File: config.mk
export PLATFORM = sky130hd
export DESIGN_NAME = bram_rd_fifo
export DESIGN_NICKNAME = d
export VERILOG_FILES = /design/src/rtl/bram_rd_fifo.sv
export SDC_FILE = /design/constraint.sdc
export NUM_CORES = 1
export LEC_CHECK = 0
export ABC_AREA = 1
export BUFFER_PORTS_ARGS = -buffer_cell sky130_fd_sc_hd__buf_2
export CAP_MARGIN = 25
export CELL_PAD_IN_SITES_DETAIL_PLACEMENT = 0
export CELL_PAD_IN_SITES_GLOBAL_PLACEMENT = 1
export CORE_MARGIN = 2
export CORE_UTILIZATION = 48
export DETAILED_ROUTE_END_ITERATION = 7
export PLACE_DENSITY = 0.87
export SYNTH_ARGS = -nofsm -noshare
export SYNTH_HDL_FRONTEND = slang
export SYNTH_SLANG_ARGS = --single-unit
File: constraint.sdc
create_clock -name clk -period 3.5 [get_ports clk]
set_input_delay 0.7 -clock clk [delete_from_list [all_inputs] [get_ports clk]]
set_output_delay 0.7 -clock clk [all_outputs]
set_load 0.01 [all_outputs]
File: src/rtl/bram_rd_fifo.sv
// rtl/bram_rd_fifo.sv - counted read-data capture FIFO behind a BRAM read controller
module bram_rd_fifo #(
   parameter int DWIDTH    = 16,
   parameter int AWIDTH    = 7,
   parameter int FIFO_LOG2 = 3
) (
   input  logic                 clk,
   input  logic                 reset_n,
   input  logic                 i_run,
   input  logic [AWIDTH-1:0]    i_num_cnt,
   output logic                 o_idle,
   output logic                 o_running,
   output logic                 o_done,
   input  logic                 i_valid,
   input  logic [DWIDTH-1:0]    i_data,
   output logic                 m_valid,
   input  logic                 m_ready,
   output logic [DWIDTH-1:0]    m_data,
   output logic [FIFO_LOG2:0]   o_level,
   output logic                 o_overflow
);

   localparam int DEPTH = 1 << FIFO_LOG2;
   localparam int LW    = FIFO_LOG2 + 1;

   typedef enum logic [1:0] {
      S_IDLE = 2'd0,
      S_RUN  = 2'd1,
      S_DONE = 2'd2
   } state_t;

   state_t               state;
   logic [AWIDTH-1:0]    num_cnt;
   logic [AWIDTH-1:0]    in_cnt;
   logic [AWIDTH-1:0]    out_cnt;
   logic [AWIDTH-1:0]    drop_cnt;
   logic [FIFO_LOG2-1:0] wr_ptr;
   logic [FIFO_LOG2-1:0] rd_ptr;
   logic [LW-1:0]        level;
   logic                 overflow;

   logic [DWIDTH-1:0]    mem [DEPTH];

   logic                 full;
   logic                 pop;
   logic                 push_try;
   logic                 push_ok;
   logic                 drop;
   logic [AWIDTH-1:0]    out_cnt_nxt;
   logic [AWIDTH-1:0]    drop_cnt_nxt;
   logic [LW-1:0]        level_nxt;
   logic                 fin;

   // Push/pop qualification and the completion test on post-edge counter values
   always_comb begin
      full         = (level == LW'(DEPTH));
      pop          = (level != '0) && m_ready;
      push_try     = (state == S_RUN) && i_valid && (in_cnt < num_cnt);
      push_ok      = push_try && (!full || pop);
      drop         = push_try && full && !pop;
      out_cnt_nxt  = out_cnt + AWIDTH'(pop);
      drop_cnt_nxt = drop_cnt + AWIDTH'(drop);
      fin          = ({1'b0, out_cnt_nxt} + {1'b0, drop_cnt_nxt}) == {1'b0, num_cnt};
      level_nxt    = level;
      case ({push_ok, pop})
         2'b10:   level_nxt = level + LW'(1);
         2'b01:   level_nxt = level - LW'(1);
         default: level_nxt = level;
      endcase
   end

   // Control FSM plus pointer, level and counter bookkeeping; i_run restarts everything
   always_ff @(posedge clk or negedge reset_n) begin
      if (!reset_n) begin
         state    <= S_IDLE;
         num_cnt  <= '0;
         in_cnt   <= '0;
         out_cnt  <= '0;
         drop_cnt <= '0;
         wr_ptr   <= '0;
         rd_ptr   <= '0;
         level    <= '0;
         overflow <= 1'b0;
      end else begin
         if (push_ok)  wr_ptr <= wr_ptr + FIFO_LOG2'(1);
         if (pop)      rd_ptr <= rd_ptr + FIFO_LOG2'(1);
         if (push_try) in_cnt <= in_cnt + AWIDTH'(1);
         if (drop)     overflow <= 1'b1;
         out_cnt  <= out_cnt_nxt;
         drop_cnt <= drop_cnt_nxt;
         level    <= level_nxt;
         case (state)
            S_IDLE: begin
               if (i_run) begin
                  state    <= S_RUN;
                  num_cnt  <= i_num_cnt;
                  in_cnt   <= '0;
                  out_cnt  <= '0;
                  drop_cnt <= '0;
                  wr_ptr   <= '0;
                  rd_ptr   <= '0;
                  level    <= '0;
                  overflow <= 1'b0;
               end
            end
            S_RUN: begin
               if (fin) state <= S_DONE;
            end
            S_DONE: begin
               state <= S_IDLE;
            end
            default: begin
               state <= S_IDLE;
            end
         endcase
      end
   end

   // Storage write; contents are meaningless until pushed, so no reset
   always_ff @(posedge clk) begin
      if (push_ok) mem[wr_ptr] <= i_data;
   end

   assign m_valid    = (level != '0);
   assign m_data     = mem[rd_ptr];
   assign o_level    = level;
   assign o_overflow = overflow;
   assign o_idle     = (state == S_IDLE);
   assign o_running  = (state == S_RUN);
   assign o_done     = (state == S_DONE);

endmodule
==> results.yml <==
sta:
  maxSlewViolCount: 0
  worst_pin_slew_ns: 0.690
  hold_violations: 0
  setup_viol: 0
  fin_skew_ns: 0.00734
  slew_headroom_pct: 53.7
  finalCritPeriodShare_pct: 94.3
  holdWs_ns: 0.0652
  fmax_mhz: 303
  post-route-min-period_ns: 3.30
finish:
  syn2layout_area_growth_pct: 16.3
  utilization_pct: 57.7
  diodes: 0
  fillers: 1274
  layout.cells.non_filler: 993
  drive_above_1_share_pct: 17.3
  fin_nets: 823
detailed_routing:
  final_antenna_net_count: 0
  firstDrtPassIters: 5
  route.vias.total: 5230
  vias_per_cell: 5.27
  drt-initial-drc-count: 316
  drcViolationCount: 0
  routed_wl_mm: 15.8
  routedWlPerCell_um: 15.9
logic_synthesis:
  synth_fp_nets: 756
  synth_warnings: 0
  synth_area_per_cell_um2: 10.8
  netlist_instances: 703
  synth_fa_ha_area_share_pct: 4.32
  synth-seq-cells: 169
  synth_compound_area_share_pct: 9.78
  synth_top_family_by_area: "simple AND/OR/NAND/NOR gates"
  yosysUniqueCellTypes: 35
  ys_seq_area_share_pct: 64.1
  synthXorXnorAreaFrac_pct: 2.08
  synth_mux_area_share_pct: 0
  synthesis.area_um2: 7600
  synth-simple-area-share_pct: 14.5
power_and_ir_drop:
  powerDensity_nw_per_um2: 840
  leakagePower_nw: 3.59
  power_w: 0.00742
  ir_drop_uv: 601
placed_design:
  place.gp.congestion: 0.858
  io_buffers: 52
  dp_hpwl_mm: 9.68
  placed_cells: 956
critical_path:
  criticalPathCategory: "flip-flop to flip-flop"
  cp.arrival_ns: 3.59
  required_ns: 3.79
  end_kind: "flip-flop"
  crit_path_start_kind: "flip-flop"
  r2r-start: "num_cnt[6]"
  worstSetupStartpoint: "num_cnt[6]"
  crit_fanout: 4
floorplan:
  core.rowCount: 45
  die_h_um: 130
  ioPinCount: 53
  fp.dieArea_um2: 16800
  core_um2: 15300
  die_w_um: 130
  start_util_pct: 49.6
cts:
  cts_root_buffer: "clkbuf_16"
  cts_buffer_depth: 2
  cts_buffers: 17
  cts_tree: "built"
  cts.clk_slew.worst_paths_ns: 0.06
  clock_latency_ns: 0.43
  ctsHoldBuffers: 0
  cts_sinks: 169
  cts_htree_levels: 4
grt:
  antenna_found_initial: 1
  grt_max_degree: 66
  grt_use_total_pct: 19.9
  grt-ovfl-total: 0
  grt_first_pass_wirelength_mm: 25.1
  first_global_vias: 5108
worst_hold_path:
  min_path_type: "input port to asynchronous set/reset pin"
run_status:
  status: "completed"
job:
  maxCapViolCount: 0
==> Yosys cell counts <==
cell | n | area (um^2)
nor2_1 | 153 | 574
edfxtp_1 | 128 | 3840
o21ai_0 | 75 | 375
nand2_1 | 70 | 263
inv_1 | 57 | 214
dfrtp_1 | 41 | 1030
ha_1 | 23 | 288
a21oi_1 | 16 | 80.1
a31oi_1 | 16 | 100
nand3_1 | 16 | 80.1
o22ai_1 | 16 | 100
xor2_1 | 16 | 140
clkbuf_1 | 12 | 45.0
nand4_1 | 12 | 75.1
buf_2 | 10 | 50.1
nor3_1 | 6 | 30.0
buf_6 | 5 | 56.3
nor2_2 | 3 | 18.8
o21ai_1 | 3 | 15.0
a211oi_1 | 2 | 15.0
buf_4 | 2 | 15.0
clkinv_1 | 2 | 7.51
fa_1 | 2 | 40.0
inv_2 | 2 | 7.51
nand2_2 | 2 | 12.5
nand3_2 | 2 | 20.0
o21ai_2 | 2 | 17.5
xnor2_1 | 2 | 17.5
a211oi_2 | 1 | 12.5
a21boi_2 | 1 | 11.3
a21oi_2 | 1 | 8.76
nand2_4 | 1 | 11.3
nor2_4 | 1 | 11.3
o21a_1 | 1 | 7.51
or2_2 | 1 | 6.26
==> where the power goes <==
part           switching, W  leakage (nW)  internal [W]
registers          0.000181          1.68       0.00252
clock network      0.000775         0.279       0.00105
logic               0.00184          1.64       0.00105
==> layer usage <==
layer	track usage (%)	vias to the layer above	part of all wire, %
li1	-	2541	-
met1	24.5	2516	42
met2	33.8	141	50
met3	4.43	30	5.5
met4	8.79	2	1.9
met5	0	-	0.082
==> stage by stage <==
stage          area, um^2  setup WS, ns  setup TNS [ns]
6_report             8840         0.200               0
5_1_grt              8840       -0.0312         -0.0312
4_1_cts              8710       0.00380               0
3_5_place_dp         8130        0.0402               0
3_3_place_gp         8130         0.211               0
2_1_floorplan        7600         0.365               0
==> final timing paths <==
check                             end  slack, ns  cells after the start
min in group clk            in_cnt[5]       0.46                      2
setup / recovery             state[0]       0.20                     25
hold / removal              in_cnt[1]       0.07                      1
setup reg to reg             state[0]       0.20                     25
max in group asynchronous   rd_ptr[0]       3.00                      2
hold reg to reg            out_cnt[6]       0.53                      2
==> flip-flops by register name (all words and copies together), names as in the netlist, 3 cells and up <==
signal	flops
drop_cnt	7
out_cnt	7
num_cnt	7
o_level	4
wr_ptr	3
in_cnt	7
rd_ptr	3
mem	128
==> layout make-up <==
cell class | count | area (um^2) | share of cell area (%)
clock inverters | 13 | 146 | 1.66
flip-flops and latches | 169 | 4870 | 55.1
clock buffers | 18 | 429 | 4.86
inverters | 61 | 229 | 2.59
well taps | 211 | 264 | 2.99
multi-input cells | 444 | 2420 | 27.4
repair buffers | 77 | 473 | 5.35
==> layout by cell type, fill, tap and decap left out, drive strengths merged, types with 3 or more instances in the layout <==
| master | instances |
|---|---|
| nor2 | 157 |
| edfxtp | 128 |
| o21ai | 80 |
| buf | 77 |
| nand2 | 73 |
| inv | 62 |
| dfrtp | 41 |
| ha | 23 |
| clkbuf | 18 |
| nand3 | 18 |
| a21oi | 17 |
| xor2 | 16 |
| o22ai | 16 |
| a31oi | 16 |
| nand4 | 12 |
| clkinv | 9 |
| nor3 | 6 |
| a211oi | 3 |
==> what timing repair did <==
item,CTS,global route
setup endpoints to repair,0,2
gates resized for setup,0,13
setup buffers,0,5
==> critical path, cell delays in order, from the launching register on <==
cell      delay (ns)
dfrtp_1         0.37
inv_1           0.06
ha_1            0.32
nand2_2         0.08
nor2_1          0.04
a21boi_2        0.16
nor2_4          0.13
nand2_4         0.08
nor2_4          0.13
ha_4            0.17
ha_4            0.14
nand2_1         0.06
xor2_1          0.18
inv_1           0.10
ha_4            0.30
nand2_1         0.08
nor2_1          0.09
nand2_1         0.11
nand3_2         0.09
nand2_1         0.06
nand3_1         0.06
nand2_1         0.05
nor2_1          0.10
nand2_1         0.07
nand2_1         0.06
nand2_1         0.05
==> cell families after synthesis <==
| family | Yosys count |
|---|---|
| simple gates | 267 |
| buf+inv | 90 |
| flops | 169 |
| xor+xnor | 18 |
| fa+ha+maj | 25 |
| compound gates | 134 |
(Power assumes the default switching activity.)
